===== config.mk =====
export PLATFORM = sky130hd
export DESIGN_NAME = filter_weight_loader
export DESIGN_NICKNAME = d
export VERILOG_FILES = /design/src/rtl/filter_weight_loader_pkg.sv /design/src/rtl/weight_skid_reg.sv /design/src/rtl/filter_weight_loader.sv
export SDC_FILE = /design/constraint.sdc
export NUM_CORES = 1
export LEC_CHECK = 0
export ABC_CLOCK_PERIOD_IN_PS = 2400
export CORE_ASPECT_RATIO = 1.4
export CORE_MARGIN = 4
export CORE_UTILIZATION = 35
export CTS_BUF_LIST = sky130_fd_sc_hd__clkbuf_8
export CTS_CLUSTER_DIAMETER = 150
export CTS_CLUSTER_SIZE = 16
export DETAILED_ROUTE_END_ITERATION = 8
export PLACE_DENSITY_LB_ADDON = 0.2
export SETUP_SLACK_MARGIN = 0.4
export SYNTH_ARGS = -nofsm -noshare
export SYNTH_HDL_FRONTEND = slang
export SYNTH_SLANG_ARGS = --single-unit

===== constraint.sdc =====
create_clock -name clk_i -period 2.4 [get_ports clk_i]
set_clock_uncertainty 0.1 [all_clocks]
set_input_delay 0.24 -clock clk_i [delete_from_list [all_inputs] [get_ports clk_i]]
set_output_delay 0.24 -clock clk_i [all_outputs]
set_load 0.05 [all_outputs]

===== src/rtl/filter_weight_loader_pkg.sv =====
// Shared constants and FSM state encoding for the filter weight loader and its skid register.
package filter_weight_loader_pkg;

  localparam int DEF_WID_FILTER = 16;
  localparam int DEF_ADDR_W     = 10;
  localparam int DEF_NUM_TAPS   = 9;

  typedef enum logic [1:0] {
    IDLE  = 2'd0,
    FETCH = 2'd1,
    DONE  = 2'd2
  } fwl_state_e;

  function automatic int cnt_width(input int taps);
    return $clog2(taps + 1);
  endfunction

endpackage


===== src/rtl/weight_skid_reg.sv =====
// One-entry holding register for a weight that returns from memory while downstream is held.
// Load and drain take effect at the next edge; clear wins over load, load wins over drain.
module weight_skid_reg #(
  parameter int W = 16
) (
  input  logic         clk_i,
  input  logic         rst_i,
  input  logic         clr_i,
  input  logic         load_i,
  input  logic [W-1:0] load_dat_i,
  input  logic         drain_i,
  output logic         vld_o,
  output logic [W-1:0] dat_o
);

  logic         vld_q;
  logic [W-1:0] dat_q;

  always_ff @(posedge clk_i or posedge rst_i) begin
    if (rst_i) begin
      vld_q <= 1'b0;
      dat_q <= '0;
    end else if (clr_i) begin
      vld_q <= 1'b0;
    end else if (load_i) begin
      vld_q <= 1'b1;
      dat_q <= load_dat_i;
    end else if (drain_i) begin
      vld_q <= 1'b0;
    end
  end

  assign vld_o = vld_q;
  assign dat_o = dat_q;

endmodule


===== src/rtl/filter_weight_loader.sv =====
// Streams one NUM_TAPS-weight kernel from weight memory into the filter shift register, last index first.
// Reads start the cycle after start and shifts trail by one cycle; hold stalls both, a returning word parks in the skid.
module filter_weight_loader
  import filter_weight_loader_pkg::*;
#(
  parameter int WID_FILTER = DEF_WID_FILTER,
  parameter int ADDR_W     = DEF_ADDR_W,
  parameter int NUM_TAPS   = DEF_NUM_TAPS
) (
  input  logic                  clk_i,
  input  logic                  rst_i,
  input  logic                  start_i,
  input  logic [ADDR_W-1:0]     base_addr_i,
  input  logic                  hold_i,
  output logic                  mem_rd_en_o,
  output logic [ADDR_W-1:0]     mem_rd_addr_o,
  input  logic [WID_FILTER-1:0] mem_rd_data_i,
  output logic                  sr_shift_o,
  output logic [WID_FILTER-1:0] sr_data_o,
  output logic                  busy_o,
  output logic                  done_o
);

  localparam int                CNT_W    = cnt_width(NUM_TAPS);
  localparam logic [CNT_W-1:0]  TAPS_CNT = CNT_W'(NUM_TAPS);
  localparam logic [CNT_W-1:0]  LAST_CNT = CNT_W'(NUM_TAPS - 1);
  localparam logic [ADDR_W-1:0] TOP_OFS  = ADDR_W'(NUM_TAPS - 1);

  fwl_state_e        state_q, state_d;
  logic [CNT_W-1:0]  issue_cnt_q, issue_cnt_d;
  logic [CNT_W-1:0]  shift_cnt_q, shift_cnt_d;
  logic [ADDR_W-1:0] base_q, base_d;
  logic              rd_pend_q;

  logic                  skid_vld;
  logic [WID_FILTER-1:0] skid_dat;
  logic                  in_fetch;
  logic                  accept;
  logic                  shift_direct;
  logic                  skid_load;
  logic                  skid_drain;

  always_comb begin
    in_fetch      = (state_q == FETCH);
    accept        = !in_fetch && start_i;
    busy_o        = in_fetch;
    done_o        = (state_q == DONE);
    mem_rd_en_o   = in_fetch && !hold_i && (issue_cnt_q < TAPS_CNT);
    // Highest-index weight first; the subtraction wraps within the address space.
    mem_rd_addr_o = in_fetch ? (base_q + TOP_OFS - ADDR_W'(issue_cnt_q)) : '0;

    shift_direct  = rd_pend_q && !hold_i;
    skid_load     = rd_pend_q && hold_i;
    skid_drain    = skid_vld && !hold_i;
    sr_shift_o    = shift_direct || skid_drain;
    if (shift_direct) begin
      sr_data_o = mem_rd_data_i;
    end else if (skid_drain) begin
      sr_data_o = skid_dat;
    end else begin
      sr_data_o = '0;
    end
  end

  always_comb begin
    state_d     = state_q;
    issue_cnt_d = issue_cnt_q;
    shift_cnt_d = shift_cnt_q;
    base_d      = base_q;
    case (state_q)
      FETCH: begin
        if (mem_rd_en_o) begin
          issue_cnt_d = issue_cnt_q + CNT_W'(1);
        end
        if (sr_shift_o) begin
          shift_cnt_d = shift_cnt_q + CNT_W'(1);
          if (shift_cnt_q == LAST_CNT) begin
            state_d = DONE;
          end
        end
      end
      default: begin
        // IDLE and DONE both accept a new request, giving back-to-back loads.
        if (start_i) begin
          state_d     = FETCH;
          base_d      = base_addr_i;
          issue_cnt_d = '0;
          shift_cnt_d = '0;
        end else begin
          state_d = IDLE;
        end
      end
    endcase
  end

  always_ff @(posedge clk_i or posedge rst_i) begin
    if (rst_i) begin
      state_q     <= IDLE;
      issue_cnt_q <= '0;
      shift_cnt_q <= '0;
      base_q      <= '0;
      rd_pend_q   <= 1'b0;
    end else begin
      state_q     <= state_d;
      issue_cnt_q <= issue_cnt_d;
      shift_cnt_q <= shift_cnt_d;
      base_q      <= base_d;
      rd_pend_q   <= mem_rd_en_o;
    end
  end

  weight_skid_reg #(
    .W(WID_FILTER)
  ) u_skid (
    .clk_i      (clk_i),
    .rst_i      (rst_i),
    .clr_i      (accept),
    .load_i     (skid_load),
    .load_dat_i (mem_rd_data_i),
    .drain_i    (skid_drain),
    .vld_o      (skid_vld),
    .dat_o      (skid_dat)
  );

endmodule


# Yosys cells after proc, flatten, opt, wreduce, memory -nomap -nowiden
# Index checks and enable logic that the tools add are counted.
[op_classes] n_bitwise=2 n_reduce_logical=16 n_mux=15 magnitude_cmp=1 shifts=0 div_mod_pow=0 n_mul=0 n_eq_ne=6 addsub=4
[ops] op="16-bit 2-to-1 mux" count=2
[ops] op="4-bit 2-to-1 mux" count=5
[ops] op="10-bit by 4-bit adder with 10-bit output (second input constant)" count=1
[ops] op="10-bit 2-to-1 mux" count=1
[ops] op="2-bit AND reduction" count=5
[ops] op="10-bit by 4-bit subtractor with 10-bit output" count=1
[ops] op="4-bit by 1-bit adder with 4-bit output (second input constant)" count=2
[ops] op="1-bit logical AND" count=6
[ops] op="2-bit 2-to-1 mux" count=3
[ops] op="4-bit equality test (second input constant)" count=1
[ops] op="4-bit less-than comparator (second input constant)" count=1
[ops] op="1-bit 2-to-1 mux" count=4
[ops] op="2-bit != test (second input constant)" count=2
[ops] op="3-bit nonzero test" count=1
[ops] op="2-bit by 1-bit equality test with 1-bit output (second input constant)" count=1
[ops] op="2-bit equality test (second input constant)" count=1
[ops] op="1-bit zero test" count=2
[ops] op="2-bit by 1-bit != test with 1-bit output (second input constant)" count=1
[ops] op="1-bit NOT" count=2
[ops] op="2-bit nonzero test" count=1
[ops] op="1-bit logical OR" count=1
[totals] mem_bits_ro=0 ff_bits=38 ram_bits=0 mem_count=0 latchBits=0 wordCells=51 inputBits=30 output_inout_bits=30

# Longest topological paths before layout
[depth] word_depth=5 depth_mapped=9 depth_no_buf=9

# By module
# From an unflattened synthesis, not the netlist that was laid out.
[hier_totals] cells_unflattened=225 area_unflattened_um2=2313.5
[by_module_without_submodules] mod="filter_weight_loader" n_inst=1 area_per_inst_um2=1606.5 cells_each=185
[by_module_without_submodules] mod="weight_skid_reg" n_inst=1 area_per_inst_um2=706.9 cells_each=40

# Worst setup path after synthesis
# No wires, ideal clock.
[synth_path] path_kind="register -> output" start="register issue_cnt_q[1]" end="output mem_rd_addr_o[9]" path_buffers=0 required_ns=2.060 slack_ns=-0.776 arrival_ns=2.836 stages_incl_launch_ff=9 cell_sequence="dfrtp_1 inv_1 ha_1 ha_1 fa_1 nand3_1 a211oi_1 o21ai_0 nor3b_1"
[synth_between] elab_chain_cells=2
[synth_lines] item="start: declaration" line="filter_weight_loader.sv:30" text="logic [CNT_W-1:0] issue_cnt_q, issue_cnt_d;"
[synth_lines] item="start signal: assignment" line="filter_weight_loader.sv:105" text="issue_cnt_q <= issue_cnt_d;"
[synth_lines] item="10-bit by 4-bit subtractor with 10-bit output" line="filter_weight_loader.sv:50" text="mem_rd_addr_o = in_fetch ? (base_q + TOP_OFS - ADDR_W'(issue_cnt_q)) : '0;"
[synth_lines] item="10-bit 2-to-1 mux" line="filter_weight_loader.sv:50"
[synth_lines] item="end: declaration" line="filter_weight_loader.sv:16" text="output logic [ADDR_W-1:0] mem_rd_addr_o,"
# No other way between the ends.

# Worst setup path after layout
[layout_path] start="register issue_cnt_q[1]" end="output mem_rd_addr_o[5]"
# Same word-level chain as after synthesis.

==> impl_metrics.tcl <==
set metrics [dict create \
    run_status "finished with violations" \
    failing_checks "setup timing" \
    clock_latency_ns 0.29 \
    detail_route.drc_violations 0 \
    stdcell_area_um2 3880 \
    grt_start_max_net_pins 39 \
    reg2reg_setup_slack_ns 0.62 \
    routed-via-count 1938 \
    timing.hold.worst.class "in -> async" \
    numPortBuffers 59 \
    worst-endpoint-arrival_ns 2.26 \
    timing.final.hold_violations 0 \
    worst-path-buf-inv 3 \
    syn_avg_cell_area_um2 10.6 \
    max-slew-margin-rel_pct 66.9 \
    rsz0062_at_grt "yes" \
    cts_sinks 38 \
    global_route.usage.met2_pct 26.4 \
    groute.usage.overall_pct 14.7 \
    grt_pass1_vias 2019 \
    detailedPlacementHpwl_um 4060 \
    globalplace.congestion 0.807 \
    critPathTopFamily "adder cells" \
    final-setup-viol-count 7 \
    worstSetupEndpointType "primary output" \
    design.final.nets 354 \
    diodes 0 \
    cell_count_after_synthesis 215 \
    category_of_the_worst_setup_path_launch_point "register" \
    first_iter_violations 33 \
    top_level_ports 60 \
    postSynthNetCount 262 \
    routed_wire_length_per_instance_um 14.9 \
    totalWireLength_um 5670 \
    htreeDepth 2 \
    die_area_um2 7900 \
    place_area_um2 3410 \
    groute.layer.met1.usage_pct 16.3 \
    final_critical_path_setup_slack_ns -0.196 \
    fp.dieH_um 104 \
    globalRouteMet3Util_pct 4.51 \
    crit_type "reg -> out" \
    gr-max-usage-layer "met2" \
    period_minus_slack_ns 2.60 \
    worst_setup_hold_path_clk_slew_ns 0.08 \
    floorplan_row_count 34 \
    cts-root-buf "sky130_fd_sc_hd__clkbuf_8" \
    drt_pass1_iterations 4 \
    worst_path_largest_cell_delay_ns 0.40 \
    timing_worst_slew_pin_value_ns 0.496 \
    effective_utilization_at_floorplan_pct 36.3 \
    global_route.overflow_total 0 \
    route.antenna.remaining_nets 0 \
    maxSlewViolCount 0 \
    fp.dieW_um 76.3 \
    path_common_cell "sky130_fd_sc_hd__ha_4" \
    final_layout_size_suffix_gt1_share_pct 45.8 \
    worstPathRequired_ns 2.06 \
    first_pass_grt_wire_length_um 9400 \
    clock_tree.buffer_depth 2 \
    avgViaCountPerCell 5.10 \
    core_area_um2 6300 \
    timing.setup.tns_ns -0.978 \
    max_freq_mhz 385 \
    tritoncts "done" \
    synth.distinct_cells 44 \
    sequential_fraction_of_the_synthesis_area_pct 41.6 \
    cp_max_fo 3 \
    antenna_found_initial 0 \
    cts_hold_buffers 0 \
    critical_path.slowest_cell "sky130_fd_sc_hd__dfrtp_1" \
    fin_worst_hold_slack_ns 0.261 \
    yosys_warnings 0 \
    synth.cell_area_um2 2280 \
    max-cap-violations 0 \
    cts_made_buffers 5 \
    share_of_the_core_filled_with_cells_in_the_final_layout_pct 61.7 \
    post-route-period-util_pct 108 \
    syn_to_final_growth_pct 70.0 \
    yosys_register_bits 38 \
    path_cells "inv_2 > ha_4 > ha_4 > fa_2 > nand3_4 > buf_4 > nand2_2 > xnor2_2 > nor2_4 > buf_12" \
]
-- cell type report --
class | instances | area (um2)
Inverter | 18 | 73.8
Fill cell | 523 | 2410
Tap cell | 72 | 90.1
Multi-Input combinational cell | 152 | 1550
Sequential cell | 38 | 952
Clock inverter | 3 | 40.0
Clock buffer | 5 | 68.8
Timing Repair Buffer | 92 | 1110
-- cell families (layout without fill, tap and decap cells) --
logic type                 after synthesis  count (layout)  synth area share [%]
and+or+nand+nor                         58              58                  14.3
AOI/OAI and AO/OA                       53              53                  16.8
DFF                                     38              38                  41.6
buffers and inverters                   25             118                  4.71
muxes                                   19              19                  11.0
adders and majority gates               17              17                  9.64
xor gates and xnor gates                 5               5                  1.92
-- state kept, by name (all words and copies together) (netlist names) --
register,cells
u_skid.vld_o,1
shift_cnt_q,4
base_q,10
issue_cnt_q,4
u_skid.dat_o,16
state_q,2
rd_pend_q,1
-- cells in the mapped netlist, drive strengths merged --
| master | instances | area [um2] |
|---|---|---|
| dfrtp | 38 | 951 |
| clkbuf | 2 | 8.75 |
| buf | 5 | 31.3 |
| nor2 | 13 | 48.8 |
| o21ai | 17 | 88.8 |
| a31oi | 1 | 6.26 |
| nand3b | 1 | 7.51 |
| nand3 | 10 | 67.6 |
| a211oi | 3 | 27.5 |
| fa | 1 | 20.0 |
| o31ai | 1 | 7.51 |
| a21o | 5 | 38.8 |
| a21oi | 7 | 38.8 |
| inv | 18 | 67.6 |
| nand2b | 3 | 26.3 |
| a22o | 16 | 140 |
| xnor2 | 3 | 26.3 |
| a41oi | 1 | 8.76 |
| nor4b | 1 | 8.76 |
| nor3b | 5 | 47.5 |
| or4 | 1 | 7.51 |
| and2 | 3 | 18.8 |
| ha | 16 | 200 |
| mux2 | 19 | 251 |
| nor3 | 5 | 25.0 |
| nor2b | 1 | 6.26 |
| nand2 | 14 | 55.1 |
| o21a | 1 | 7.51 |
| a21boi | 1 | 18.8 |
| xor2 | 2 | 17.5 |
| and2b | 1 | 7.51 |
-- worst paths after layout --
path | start | to | cells past startpoint
worst max-delay path | issue_cnt_q[1] | mem_rd_addr_o[5] | 10
worst min-delay path | rst_i | base_q[3] | 3
worst max register to register | state_q[1] | u_skid.dat_o[8] | 5
worst min register to register | u_skid.dat_o[14] | u_skid.dat_o[14] | 1
max in group asynchronous | rst_i | rd_pend_q | 3
min in group clk_i | hold_i | u_skid.vld_o | 4
-- stage by stage --
stage / cells / setup WS (ns)
2_1_floorplan: 215 / 0.0600
3_3_place_gp: 349 / 0.0215
3_5_place_dp: 349 / -0.0159
4_1_cts: 369 / -0.191
5_1_grt: 380 / -0.306
6_report: 380 / -0.196
-- tightest hold or removal path, cell delays in order --
cell and delay, ns:
sky130_fd_sc_hd__clkdlybuf4s50_1 0.39, sky130_fd_sc_hd__inv_1 0.05, sky130_fd_sc_hd__buf_4 0.42
-- placed cells by master, fill, tap and decap left out, drive strengths merged, types with 2 or more instances in the layout --
cell type and n:
a211oi 3, a21o 5, a21oi 7, a22o 16, and2 3, buf 61, clkbuf 5, clkdlybuf4s50 28
clkinv 2, dfrtp 38, dlygate4sd2 2, ha 16, inv 17, mux2 19, nand2 14, nand2b 3
nand3 10, nor2 13, nor3 5, nor3b 5, o21ai 17, xnor2 3, xor2 2
-- routing by layer --
layer	wire length, um	up-vias
li1	-	951
met1	2290	935
met2	2990	45
met3	317	7
met4	65	0
met5	0	-
-- what timing repair did --
item | 4_1_cts | 5_1_grt
setup endpoints to repair | 27 | 25
setup buffers | 12 | 10
cloned | 0 | 1
resized for setup | 17 | 22
pin swaps | 10 | 12
Power is left out: the tool's default activity adds up to more than one toggle a clock period on the data nets, which glitch-free logic cannot reach.
